--- src/rtl/mc_ctrl_pkg.sv ---
// Shared types and encodings for the multicycle RISC-V main controller.
// States, ALU operation codes, opcodes and datapath mux encodings live here.
package mc_ctrl_pkg;

    typedef enum logic [3:0] {
        FETCH,
        DECODE,
        MEMADR,
        MEMREAD,
        MEMWB,
        MEMWRITE,
        EXECUTER,
        EXECUTEI,
        ALUWB,
        BRANCH,
        JAL,
        LUI,
        ILLEGAL
    } state_t;

    typedef enum logic [1:0] {
        ALUOP_ADD,
        ALUOP_FUNCT,
        ALUOP_BRANCH
    } aluop_t;

    localparam logic [3:0] ALU_ADD  = 4'b0000;
    localparam logic [3:0] ALU_SUB  = 4'b0001;
    localparam logic [3:0] ALU_AND  = 4'b0010;
    localparam logic [3:0] ALU_OR   = 4'b0011;
    localparam logic [3:0] ALU_SLL  = 4'b0100;
    localparam logic [3:0] ALU_SLT  = 4'b0101;
    localparam logic [3:0] ALU_XOR  = 4'b0110;
    localparam logic [3:0] ALU_SRL  = 4'b0111;
    localparam logic [3:0] ALU_SLTU = 4'b1000;
    localparam logic [3:0] ALU_SRA  = 4'b1111;

    localparam logic [6:0] OP_LOAD   = 7'b0000011;
    localparam logic [6:0] OP_STORE  = 7'b0100011;
    localparam logic [6:0] OP_RTYPE  = 7'b0110011;
    localparam logic [6:0] OP_ITYPE  = 7'b0010011;
    localparam logic [6:0] OP_BRANCH = 7'b1100011;
    localparam logic [6:0] OP_JAL    = 7'b1101111;
    localparam logic [6:0] OP_LUI    = 7'b0110111;

    localparam logic [2:0] IMM_I = 3'b000;
    localparam logic [2:0] IMM_S = 3'b001;
    localparam logic [2:0] IMM_B = 3'b010;
    localparam logic [2:0] IMM_J = 3'b011;
    localparam logic [2:0] IMM_U = 3'b100;

    localparam logic [1:0] RES_ALUOUT    = 2'b00;
    localparam logic [1:0] RES_DATA      = 2'b01;
    localparam logic [1:0] RES_ALURESULT = 2'b10;

    localparam logic [1:0] SRCA_PC    = 2'b00;
    localparam logic [1:0] SRCA_OLDPC = 2'b01;
    localparam logic [1:0] SRCA_RS1   = 2'b10;
    localparam logic [1:0] SRCA_ZERO  = 2'b11;

    localparam logic [1:0] SRCB_RS2    = 2'b00;
    localparam logic [1:0] SRCB_IMM    = 2'b01;
    localparam logic [1:0] SRCB_FOUR   = 2'b10;

    // Immediate format depends only on the opcode; unknown opcodes fall back to I.
    function automatic logic [2:0] imm_src_of(input logic [6:0] op);
        case (op)
            OP_STORE:  return IMM_S;
            OP_BRANCH: return IMM_B;
            OP_JAL:    return IMM_J;
            OP_LUI:    return IMM_U;
            default:   return IMM_I;
        endcase
    endfunction

endpackage

--- src/rtl/mc_alu_decoder.sv ---
// ALU decoder: turns the operation class plus funct fields into ALUControl.
// MC_CTRL_EXT_BRANCH_EN adds bne/blt/bge/bltu/bgeu; otherwise only beq is legal.
import mc_ctrl_pkg::*;

module mc_alu_decoder (
    input  logic [2:0] funct3,
    input  logic       funct7b5,
    input  logic       is_r,
    input  aluop_t     alu_op,
    output logic [3:0] alu_control,
    output logic       taken_on_zero,
    output logic       branch_legal
);

    logic [3:0] br_control;
    logic       br_on_zero;
    logic [3:0] funct_control;

    always_comb begin
        br_control   = ALU_SUB;
        br_on_zero   = 1'b1;
        branch_legal = 1'b0;
`ifdef MC_CTRL_EXT_BRANCH_EN
        case (funct3)
            3'b000: begin br_control = ALU_SUB;  br_on_zero = 1'b1; branch_legal = 1'b1; end
            3'b001: begin br_control = ALU_SUB;  br_on_zero = 1'b0; branch_legal = 1'b1; end
            3'b100: begin br_control = ALU_SLT;  br_on_zero = 1'b0; branch_legal = 1'b1; end
            3'b101: begin br_control = ALU_SLT;  br_on_zero = 1'b1; branch_legal = 1'b1; end
            3'b110: begin br_control = ALU_SLTU; br_on_zero = 1'b0; branch_legal = 1'b1; end
            3'b111: begin br_control = ALU_SLTU; br_on_zero = 1'b1; branch_legal = 1'b1; end
            default: ;
        endcase
`else
        branch_legal = (funct3 == 3'b000);
`endif
    end

    // funct7b5 selects sub only for R-type; for shifts it selects sra in both R and I.
    always_comb begin
        case (funct3)
            3'b000:  funct_control = (is_r && funct7b5) ? ALU_SUB : ALU_ADD;
            3'b001:  funct_control = ALU_SLL;
            3'b010:  funct_control = ALU_SLT;
            3'b011:  funct_control = ALU_SLTU;
            3'b100:  funct_control = ALU_XOR;
            3'b101:  funct_control = funct7b5 ? ALU_SRA : ALU_SRL;
            3'b110:  funct_control = ALU_OR;
            default: funct_control = ALU_AND;
        endcase
    end

    always_comb begin
        alu_control   = ALU_ADD;
        taken_on_zero = 1'b1;
        case (alu_op)
            ALUOP_FUNCT:  alu_control = funct_control;
            ALUOP_BRANCH: begin
                alu_control   = br_control;
                taken_on_zero = br_on_zero;
            end
            default:      alu_control = ALU_ADD;
        endcase
    end

endmodule

--- src/rtl/mc_controller.sv ---
// Multicycle RISC-V main controller: Moore FSM driving datapath muxes and enables.
// Extended branches are enabled by defining MC_CTRL_EXT_BRANCH_EN.
import mc_ctrl_pkg::*;

module mc_controller (
    input  logic       clk,
    input  logic       reset,
    input  logic [6:0] op,
    input  logic [2:0] funct3,
    input  logic       funct7b5,
    input  logic       Zero,
    output logic       PCWrite,
    output logic       AdrSrc,
    output logic       MemWrite,
    output logic       IRWrite,
    output logic       RegWrite,
    output logic [1:0] ResultSrc,
    output logic [1:0] ALUSrcA,
    output logic [1:0] ALUSrcB,
    output logic [2:0] ImmSrc,
    output logic [3:0] ALUControl,
    output logic       IllegalInstr
);

    state_t     state_q, state_d;
    aluop_t     alu_op;
    logic       is_r;
    logic [3:0] dec_alu_control;
    logic       dec_taken_on_zero;
    logic       dec_branch_legal;

    mc_alu_decoder u_alu_decoder (
        .funct3        (funct3),
        .funct7b5      (funct7b5),
        .is_r          (is_r),
        .alu_op        (alu_op),
        .alu_control   (dec_alu_control),
        .taken_on_zero (dec_taken_on_zero),
        .branch_legal  (dec_branch_legal)
    );

    always_ff @(posedge clk) begin
        if (reset) begin
            state_q <= FETCH;
        end else begin
            state_q <= state_d;
        end
    end

    always_comb begin
        state_d = state_q;
        case (state_q)
            FETCH:  state_d = DECODE;
            DECODE: begin
                case (op)
                    OP_LOAD, OP_STORE: state_d = MEMADR;
                    OP_RTYPE:          state_d = EXECUTER;
                    OP_ITYPE:          state_d = EXECUTEI;
                    OP_BRANCH:         state_d = dec_branch_legal ? BRANCH : ILLEGAL;
                    OP_JAL:            state_d = JAL;
                    OP_LUI:            state_d = LUI;
                    default:           state_d = ILLEGAL;
                endcase
            end
            MEMADR:   state_d = (op == OP_STORE) ? MEMWRITE : MEMREAD;
            MEMREAD:  state_d = MEMWB;
            MEMWB:    state_d = FETCH;
            MEMWRITE: state_d = FETCH;
            EXECUTER: state_d = ALUWB;
            EXECUTEI: state_d = ALUWB;
            ALUWB:    state_d = FETCH;
            BRANCH:   state_d = FETCH;
            JAL:      state_d = ALUWB;
            LUI:      state_d = ALUWB;
            ILLEGAL:  state_d = ILLEGAL;
            default:  state_d = FETCH;
        endcase
    end

    // Operation class fed to the ALU decoder, kept apart from the output block.
    always_comb begin
        alu_op = ALUOP_ADD;
        is_r   = (state_q == EXECUTER);
        case (state_q)
            EXECUTER, EXECUTEI: alu_op = ALUOP_FUNCT;
            BRANCH:             alu_op = ALUOP_BRANCH;
            default:            alu_op = ALUOP_ADD;
        endcase
    end

    always_comb begin
        PCWrite      = 1'b0;
        AdrSrc       = 1'b0;
        MemWrite     = 1'b0;
        IRWrite      = 1'b0;
        RegWrite     = 1'b0;
        ResultSrc    = RES_ALUOUT;
        ALUSrcA      = SRCA_PC;
        ALUSrcB      = SRCB_RS2;
        ImmSrc       = IMM_I;
        ALUControl   = ALU_ADD;
        IllegalInstr = 1'b0;
        if (!reset) begin
            ImmSrc     = imm_src_of(op);
            ALUControl = dec_alu_control;
            case (state_q)
                FETCH: begin
                    IRWrite   = 1'b1;
                    PCWrite   = 1'b1;
                    ALUSrcB   = SRCB_FOUR;
                    ResultSrc = RES_ALURESULT;
                end
                DECODE: begin
                    ALUSrcA = SRCA_OLDPC;
                    ALUSrcB = SRCB_IMM;
                end
                MEMADR, EXECUTEI: begin
                    ALUSrcA = SRCA_RS1;
                    ALUSrcB = SRCB_IMM;
                end
                MEMREAD:  AdrSrc = 1'b1;
                MEMWB: begin
                    ResultSrc = RES_DATA;
                    RegWrite  = 1'b1;
                end
                MEMWRITE: begin
                    AdrSrc   = 1'b1;
                    MemWrite = 1'b1;
                end
                EXECUTER: ALUSrcA = SRCA_RS1;
                ALUWB:    RegWrite = 1'b1;
                BRANCH: begin
                    ALUSrcA = SRCA_RS1;
                    PCWrite = dec_taken_on_zero ? Zero : !Zero;
                end
                JAL: begin
                    ALUSrcA = SRCA_OLDPC;
                    ALUSrcB = SRCB_FOUR;
                    PCWrite = 1'b1;
                end
                LUI: begin
                    ALUSrcA = SRCA_ZERO;
                    ALUSrcB = SRCB_IMM;
                end
                ILLEGAL:  IllegalInstr = 1'b1;
                default: ;
            endcase
        end
    end

endmodule

--- config.mk ---
export PLATFORM = sky130hd
export DESIGN_NAME = mc_controller
export DESIGN_NICKNAME = d
export VERILOG_FILES = /design/src/rtl/mc_ctrl_pkg.sv /design/src/rtl/mc_alu_decoder.sv /design/src/rtl/mc_controller.sv
export SDC_FILE = /design/constraint.sdc
export NUM_CORES = 1
export LEC_CHECK = 0
export CORE_UTILIZATION = 44
export DETAILED_ROUTE_END_ITERATION = 16
export GPL_ROUTABILITY_DRIVEN = 0
export HOLD_SLACK_MARGIN = 0.15
export PLACE_DENSITY = 0.88
export SKIP_CTS_REPAIR_TIMING = 1
export SYNTH_ARGS = -nofsm -noshare
export SYNTH_HDL_FRONTEND = slang
export SYNTH_SLANG_ARGS = --single-unit
--- constraint.sdc ---
create_clock -name clk -period 4.15 [get_ports clk]
set_input_delay 0.415 -clock clk [delete_from_list [all_inputs] [get_ports clk]]
set_output_delay 0.415 -clock clk [all_outputs]
set_load 0.02 [all_outputs]
==> results.toml, run 1 <==
[cts]
numCtsBuffers = 3
h-tree-depth = 1
cts_root_buf = "clkbuf_4"
tritoncts = "done"
clockBufferDepth = 2
path_clk_slew_ps = 40
insertion_delay_ps = 240
cts_sinks = 4

[critical_path]
rr_endpoint = "state_q[2]"
worst_path_max_delay_cell = "clkdlybuf4s50_1"
worst_setup_path_start_kind = "register"
r2r_slack_ps = 2620
crit_path_cell_trace = "nor2b_1, nand3b_1, ha_1, inv_1, nand4_1, a21oi_1, clkdlybuf4s50_1"
cp_max_fo = 15
worstReg2RegStart = "state_q[1]"
worst-path-buf-inv = 2
critPathArrivalTime_ps = 2640
crit_path_max_incr_delay_ps = 620
end_kind = "output port"
crit_type = "reg2out"
reg2reg_depth = 4
required_ps = 3730
crit_family = "buffers and inverters"

[global_route]
met3_usage_pct = 3.88
grtUsageTotal_pct = 24.3
use_met2_pct = 41.5
met1_usage_pct = 31.9
grt.busiest_layer = "met2"
grt_overflow = 0
antenna_found_initial = 0
grt_first_pass_wirelength_um = 3550
grt_pass1_vias = 823
grt_start_max_net_pins = 18

[synthesis]
yosysUniqueCellTypes = 41
synth_top_area_share_pct = 11.1
synth.cell_area_um2 = 721
yosys_warnings = 0
synth_top_area_cell = "dfxtp_1"
synth_area_leaders = "dfxtp_1 (11%), nor2_1 (5.2%), nor4_1 (5.2%), nor2b_1 (4.3%), a21oi_1 (4.2%)"
synth_seq_cells = 4
synth_cells = 108
syn_nets = 124
synth.avg_cell_area_um2 = 6.67
yosysSeqAreaShare_pct = 11.1

[worst_hold_path]
worstHoldPathCells = 1
hold_class = "reg2reg"
min_from = "state_q[0]"
holdPathEnd = "state_q[0]"

[floorplan]
initial_core_util_pct = 47.3
dieWidth_um = 42.5
die_area_um2 = 1800
die_h_um = 42.5
placementRows = 14
num_io_pins = 33
core-area_um2 = 1520

[route]
drt_iter0_markers = 33
dr.pass1.iters = 4
post_drt_wl_per_cell_um = 13.5
viasPerCell = 6.18
vias = 933
routed_wl_um = 2040
drc = 0
ant_nets = 0

[timing]
fin_skew_ps = 6.18
clock.fmax_mhz = 327
slew_headroom_pct = 61.7
worst_slack_ps = 1100
setup_viol = 0
hold_slack_ps = 696
fin_setup_tns_ps = 0
finalHoldViolCount = 0
min_period_ps = 3050
tightest_slew_ps = 573
fin_crit_sh_pct = 73.6
slew_violations = 0
rsz0062_at_grt = "no"

[placed_design]
io_buffers = 32
place_ws_ps = 1300
hpwl_um = 1500
placed_area_um2 = 1020

[power_and_ir_drop]
finalPower_w = 0.000276
vdd_drop_max_mv = 0.234
power_density_nw_per_um2 = 265
leakagePower_nw = 0.406

[cells_and_area]
reg.largest.list = "state_q x4"
final_area_um2 = 1040
largest_reg_flops = 4
syn2layout_area_growth_pct = 44.4
drive_above_1_share_pct = 5.93
final_nets = 153
top_register = "state_q"
antenna_cells = 0

[outcome]
run_status = "complete, no violations"

[run]
maxCapViolCount = 0
-- report_power, final --
group	internal (W)	switching, W	total, W
clock	0.0000324	0.0000170	0.0000494
combinational	0.0000755	0.0000805	0.000156
sequential	0.0000455	0.0000249	0.0000704
-- per-stage QoR --
stage,cells,utilization (%)
after floorplan,108,-
after global placement,148,66.8
after detailed placement,148,66.8
after CTS,151,68.3
after global routing,151,68.3
final,151,68.3
-- worst max-delay path by stage --
| stage | from | endpoint | slack, ps | depth (start not counted) |
|---|---|---|---|---|
| global route | state_q[0] | ALUControl[3] | 880 | 7 |
| global placement | reset | ResultSrc[1] | 1350 | 5 |
| floorplan | state_q[0] | PCWrite | 2120 | 3 |
| CTS | state_q[0] | ALUControl[3] | 1100 | 7 |
| detailed placement | reset | IRWrite | 1300 | 5 |
| finish | state_q[0] | ALUControl[3] | 1100 | 7 |
-- Yosys cell counts --
cell type	n
a211o_1	1
a21oi_1	6
a221oi_1	1
a221oi_2	1
a2bb2oi_1	1
a31o_1	1
a31oi_1	3
a32oi_1	1
and2_1	2
and3_1	3
and4_1	2
and4_2	1
buf_2	1
buf_4	3
clkbuf_1	4
dfxtp_1	4
ha_1	2
inv_1	7
mux2i_1	2
nand2_1	7
nand2_4	1
nand2b_1	1
nand2b_2	1
nand3_1	4
nand3b_1	3
nand4_1	2
nor2_1	10
nor2b_1	5
nor3_1	5
nor3b_1	1
nor4_1	6
nor4b_1	1
o2111ai_1	1
o21ai_0	4
o21ai_1	1
o41ai_1	1
or2_1	1
or3_1	3
or4_4	1
xnor2_1	1
xor2_1	2
-- placed cells by master, fill, tap and decap left out, types with 2 or more instances in the layout --
master and n:
and3_1 3, inv_1 7, o21ai_0 4, nand2_1 7, and4_1 2, nor3_1 5
dfxtp_1 4, clkdlybuf4s50_1 32, a31oi_1 3, nor2_1 10, or3_1 3, nand3_1 4
nor2b_1 5, xor2_1 2, ha_1 2, clkbuf_4 3, nand4_1 2, and2_1 2
a21oi_1 6, mux2i_1 2, nor4_1 6, nand3b_1 3
-- cell families after synthesis --
logic type,after synthesis,synth area share (%)
compound gates,22,20.8
mux,2,2.78
buf+inv,15,9.55
flops,4,11.1
xor+xnor,3,3.65
fa+ha+maj,2,3.47
simple gates,60,48.6
-- layer usage --
layer	part of all wire, %	routed length [um]
met5	0	0
met4	0.93	19
met3	6.2	126
met2	47	950
met1	46	940
-- layout make-up --
cell class	count	area [um2]
clock buffer	3	22.5
fill	135	483
inverter	7	26.3
multi-input combinational	89	572
sequential	4	80.1
tap	16	20.0
timing repair buffer	32	320
Power figures use the tool's default switching activity.
==> run 2: changes to the inputs <==
--- a/config.mk
+++ b/config.mk
@@ -5,11 +5,11 @@
 export SDC_FILE = /design/constraint.sdc
 export NUM_CORES = 1
 export LEC_CHECK = 0
-export CORE_UTILIZATION = 44
+export CORE_UTILIZATION = 37
 export DETAILED_ROUTE_END_ITERATION = 16
 export GPL_ROUTABILITY_DRIVEN = 0
 export HOLD_SLACK_MARGIN = 0.15
-export PLACE_DENSITY = 0.88
+export PLACE_DENSITY = 0.8
 export SKIP_CTS_REPAIR_TIMING = 1
 export SYNTH_ARGS = -nofsm -noshare
 export SYNTH_HDL_FRONTEND = slang
==> constraint.sdc (replaced) <==
create_clock -name clk -period 2.5 [get_ports clk]
set_input_delay 0.25 -clock clk [delete_from_list [all_inputs] [get_ports clk]]
set_output_delay 0.25 -clock clk [all_outputs]
set_load 0.02 [all_outputs]
==> run 2 against run 1 <==
- non-clock buffer count grew 7
- hold slack got worse by 33 ps
- total power grew 74%
- sequential cell count did not move
- critical path depth fell by 1
- core utilization fell by 6.2 points
- sequential power rose by 23%
- global-route usage shrank 2.9 points
- setup slack lost 940 ps
- critical path type unchanged
- highest routed layer unchanged
==> results.toml, run 2 (synthesis gave the netlist of run 1 again) <==
[outcome]
run_status = "complete, no violations"

[cts]
insertion_delay_ps = 240
cts_root_buf = "clkbuf_4"
path_clk_slew_ps = 40
cts_sinks = 4
numCtsBuffers = 3
clockBufferDepth = 2
tritoncts = "done"
h-tree-depth = 1

[power_and_ir_drop]
vdd_drop_max_mv = 0.358
p_comb_share_pct = 64.9
p_clk_share_pct = 17.0
internal_power_w = 0.000276
power_density_nw_per_um2 = 433
p_seq_share_pct = 18.0
p_sw_w = 0.000204
netSwitchingFraction_pct = 42.5
finalPower_w = 0.000479
leakagePower_nw = 0.460

[route]
routed_wl_um = 2030
drc = 0
ant_nets = 0
post_drt_wl_per_cell_um = 12.2
drt_iter0_markers = 9
dr.pass1.iters = 4
vias = 946
viasPerCell = 5.66

[timing]
clock.fmax_mhz = 426
fin_skew_ps = 0.823
setup_viol = 0
slew_headroom_pct = 76.7
rsz0062_at_grt = "no"
tightest_slew_ps = 346
finalHoldViolCount = 0
min_period_ps = 2350
fin_setup_tns_ps = 0
slew_violations = 0
fin_crit_sh_pct = 93.8

[cells_and_area]
final_nets = 160
syn2layout_area_growth_pct = 53.6
drive_above_1_share_pct = 10.6
fillers = 176
reg.largest.list = "state_q x4"
antenna_cells = 0
final_common_cell = "clkdlybuf4s50_1"
largest_reg_flops = 4
mostFrequentLayoutCells = "clkdlybuf4s50_1 (31), nor2_1 (10), inv_1 (7), nand2_1 (7), buf_4 (7)"
top_register = "state_q"

[critical_path]
r2r_slack_ps = 1120
critPathArrivalTime_ps = 2100
crit_type = "reg2out"
reg2reg_depth = 4
rr_endpoint = "state_q[3]"
worstReg2RegStart = "state_q[2]"
cp_max_fo = 6
worst_setup_path_start_kind = "register"
end_kind = "output port"
required_ps = 2250
critPathCapture = "ALUControl[1]"
crit_start = "state_q[1]"

[floorplan]
die_h_um = 46.1
die_area_um2 = 2130
placementRows = 15
num_io_pins = 33
core-area_um2 = 1780
dieWidth_um = 46.1
initial_core_util_pct = 40.4

[global_route]
antenna_found_initial = 0
grt_pass1_vias = 774
grt_start_max_net_pins = 15
grtUsageTotal_pct = 21.4
grt_overflow = 0
grt_first_pass_wirelength_um = 3330

[run]
maxCapViolCount = 0

[placed_design]
hpwl_um = 1580
io_buffers = 32

[worst_hold_path]
hold_class = "reg2reg"
## run 2: changes by cell type in the layout (fill, tap and decap cells not counted)
cell             change
clkdlybuf4s50_1      -1
dlymetal6s2s_1       +1
buf_4                +7
## run 2: layer usage
layer / track usage, % / up-vias / part of all wire, %
met5: 0 / - / 0
met3: 2.35 / 3 / 4.7
met1: 26.8 / 445 / 46
li1: - / 466 / -
met4: 8.82 / 0 / 0.74
met2: 36.9 / 32 / 48
## run 2: area by class of cell
| cell class | count | area, um2 | area share [%] |
|---|---|---|---|
| inverter | 7 | 26.3 | 2.37 |
| sequential | 4 | 80.1 | 7.23 |
| timing repair buffer | 39 | 375 | 33.9 |
| multi-input combinational | 89 | 572 | 51.6 |
| clock buffer | 3 | 22.5 | 2.03 |
| tap | 25 | 31.3 | 2.82 |
## run 2: power by group through the flow
stage | Combinational, W | Sequential, W | Clock [W]
after floorplan | 0.000187 | 0.0000882 | 0
after global placement | 0.000304 | 0.0000869 | 0
after detailed placement | 0.000311 | 0.0000870 | 0
after CTS | 0.000312 | 0.0000862 | 0.0000805
after global routing | 0.000341 | 0.0000879 | 0.0000890
final | 0.000311 | 0.0000863 | 0.0000816
## run 2: how the worst min path moves through the flow
stage / startpoint / endpoint / cells after the start / slack [ps]
2_1_floorplan: op[4] / state_q[0] / 2 / 410
3_5_place_dp: state_q[0] / state_q[0] / 2 / 650
6_report: state_q[0] / state_q[0] / 2 / 660
4_1_cts: state_q[0] / state_q[0] / 2 / 660
3_3_place_gp: state_q[0] / state_q[0] / 2 / 630
5_1_grt: state_q[0] / state_q[0] / 2 / 700
## run 2: critical path, stage by stage, from the launching register on
cell and delay [ps]:
dfxtp_1 360, nor2b_1 180, nand3b_1 120, ha_1 320
inv_1 80, and4_1 190, clkdlybuf4s50_1 600
## run 2: metrics by stage
step | hold WS, ps | worst slack (ps) | util [%] | instances | instance area [um2]
floorplan | 415 | 633 | - | 108 | 721
global placement | 629 | 273 | 60.7 | 164 | 1080
CTS | 659 | 120 | 62.0 | 167 | 1100
finish | 664 | 155 | 62.1 | 167 | 1110
detailed placement | 652 | 199 | 60.7 | 164 | 1080
global route | 704 | 17.8 | 62.1 | 167 | 1110
==> run 3: changes to the inputs <==
--- a/config.mk
+++ b/config.mk
@@ -5,6 +5,7 @@
 export SDC_FILE = /design/constraint.sdc
 export NUM_CORES = 1
 export LEC_CHECK = 0
+export CORE_MARGIN = 2
 export CORE_UTILIZATION = 37
 export DETAILED_ROUTE_END_ITERATION = 16
 export GPL_ROUTABILITY_DRIVEN = 0
==> run 3 against run 2 <==
- sequential share of layout area grew 0.15 points
- via count shrank 1.1%
- clock skew grew 1.9 ps
- total power shrank 0.89%
- core utilization shrank 0.35 points
- setup slack lost 19 ps
- sequential cell count is the same
- critical endpoint unchanged
- design area shrank 0.56%
- combinational power shrank 4%
- register-to-register slack is essentially flat
- die area grew 8.9%
- critical path depth is the same
==> results.toml, run 3 (synthesis gave the netlist of run 1 again) <==
[outcome]
run_status = "complete, no violations"

[power_and_ir_drop]
internal_power_w = 0.000272
p_comb_share_pct = 62.8
power_density_nw_per_um2 = 431
vdd_drop_max_mv = 0.312
netSwitchingFraction_pct = 42.8
p_clk_share_pct = 16.6
p_sw_w = 0.000203
leakagePower_nw = 0.455
p_seq_share_pct = 20.6

[placed_design]
dp_cells = 163
place_ws_ps = 221
hpwl_um = 1660
io_buffers = 32
placed_area_um2 = 1070

[route]
viasPerCell = 5.64
ant_nets = 0
drc = 0
drt_iter0_markers = 26
post_drt_wl_per_cell_um = 12.9
vias = 936
dr.pass1.iters = 4
routed_wl_um = 2140

[cts]
cts_root_buf = "clkbuf_4"
insertion_delay_ps = 230
tritoncts = "done"
numCtsBuffers = 3
cts_sinks = 4
h-tree-depth = 1
clockBufferDepth = 2
path_clk_slew_ps = 40

[timing]
fin_skew_ps = 2.76
worst_slack_ps = 136
hold_slack_ps = 643
tightest_slew_ps = 319
min_period_ps = 2360
fin_crit_sh_pct = 94.6
setup_viol = 0
finalHoldViolCount = 0
rsz0062_at_grt = "no"
slew_headroom_pct = 78.5
clock.fmax_mhz = 423
fin_setup_tns_ps = 0
slew_violations = 0

[run]
maxCapViolCount = 0

[floorplan]
placementRows = 15
die_h_um = 48.1
initial_core_util_pct = 40.4
die_area_um2 = 2320
num_io_pins = 33
core-area_um2 = 1780
dieWidth_um = 48.1

[cells_and_area]
final_common_cell = "clkdlybuf4s50_1"
final_area_um2 = 1100
fillers = 171
final_nets = 159
reg.largest.list = "state_q x4"
instances_no_fill = 166
antenna_cells = 0
mostFrequentLayoutCells = "clkdlybuf4s50_1 (31), nor2_1 (10), inv_1 (7), nand2_1 (7)"
top_register = "state_q"
drive_above_1_share_pct = 10.6
largest_reg_flops = 4
syn2layout_area_growth_pct = 52.8

[critical_path]
worst-path-buf-inv = 2
cp_max_fo = 6
crit_family = "buffers and inverters"
critPathArrivalTime_ps = 2110
required_ps = 2250
worst_path_max_delay_cell = "clkdlybuf4s50_1"
end_kind = "output port"
crit_type = "reg2out"
crit_path_cell_trace = "nor2b_1, nand3b_1, ha_1, inv_1, and4_1, clkdlybuf4s50_1"
worst_setup_path_start_kind = "register"
crit_path_max_incr_delay_ps = 600

[worst_hold_path]
hold_class = "reg2reg"

[global_route]
grt_first_pass_wirelength_um = 3190
grt_start_max_net_pins = 15
grt_overflow = 0
grt_pass1_vias = 770
grtUsageTotal_pct = 18.5
antenna_found_initial = 0
## run 3: final cells by class
type	count	area, um2	area share, %
sequential	4	81.3	7.39
multi-input combinational	89	572	51.9
inverter	7	26.3	2.39
timing repair buffer	38	368	33.4
clock buffer	3	22.5	2.05
tap	25	31.3	2.84
## run 3: routing by layer
metal	share of wire, %	up-vias	routed length (um)	track usage [%]
li1	-	470	-	-
met1	46	427	987	25.2
met2	48	39	1020	33.6
met3	5.9	0	127	1.85
met4	0	0	0	0
met5	0	-	0	0
## run 3: per-stage QoR
step / power (W) / utilization [%]
global placement: 0.000387 / 60.3
finish: 0.000475 / 61.8
CTS: 0.000473 / 61.5
global route: 0.000513 / 61.8
detailed placement: 0.000393 / 60.3
floorplan: 0.000275 / -
## run 3: tightest hold or removal path: stages (launching register included)
cell and delay, ps:
dfxtp_1 310, buf_4 180, a31oi_1 90
## run 3: power by group through the flow
stage / Sequential [W] / Clock [W] / Combinational [W]
after floorplan: 0.0000882 / 0 / 0.000187
after global placement: 0.0000964 / 0 / 0.000291
after detailed placement: 0.0000972 / 0 / 0.000296
after CTS: 0.0000964 / 0.0000794 / 0.000297
after global routing: 0.000100 / 0.0000869 / 0.000326
final: 0.0000980 / 0.0000787 / 0.000298
## run 3: final timing paths
path              startpoint            end  slack, ps  cells past startpoint
setup / recovery  state_q[1]  ALUControl[1]        140                      6
hold / removal    state_q[0]     state_q[0]        640                      2
setup reg to reg  state_q[1]     state_q[2]       1110                      5
hold reg to reg   state_q[0]     state_q[0]        640                      2
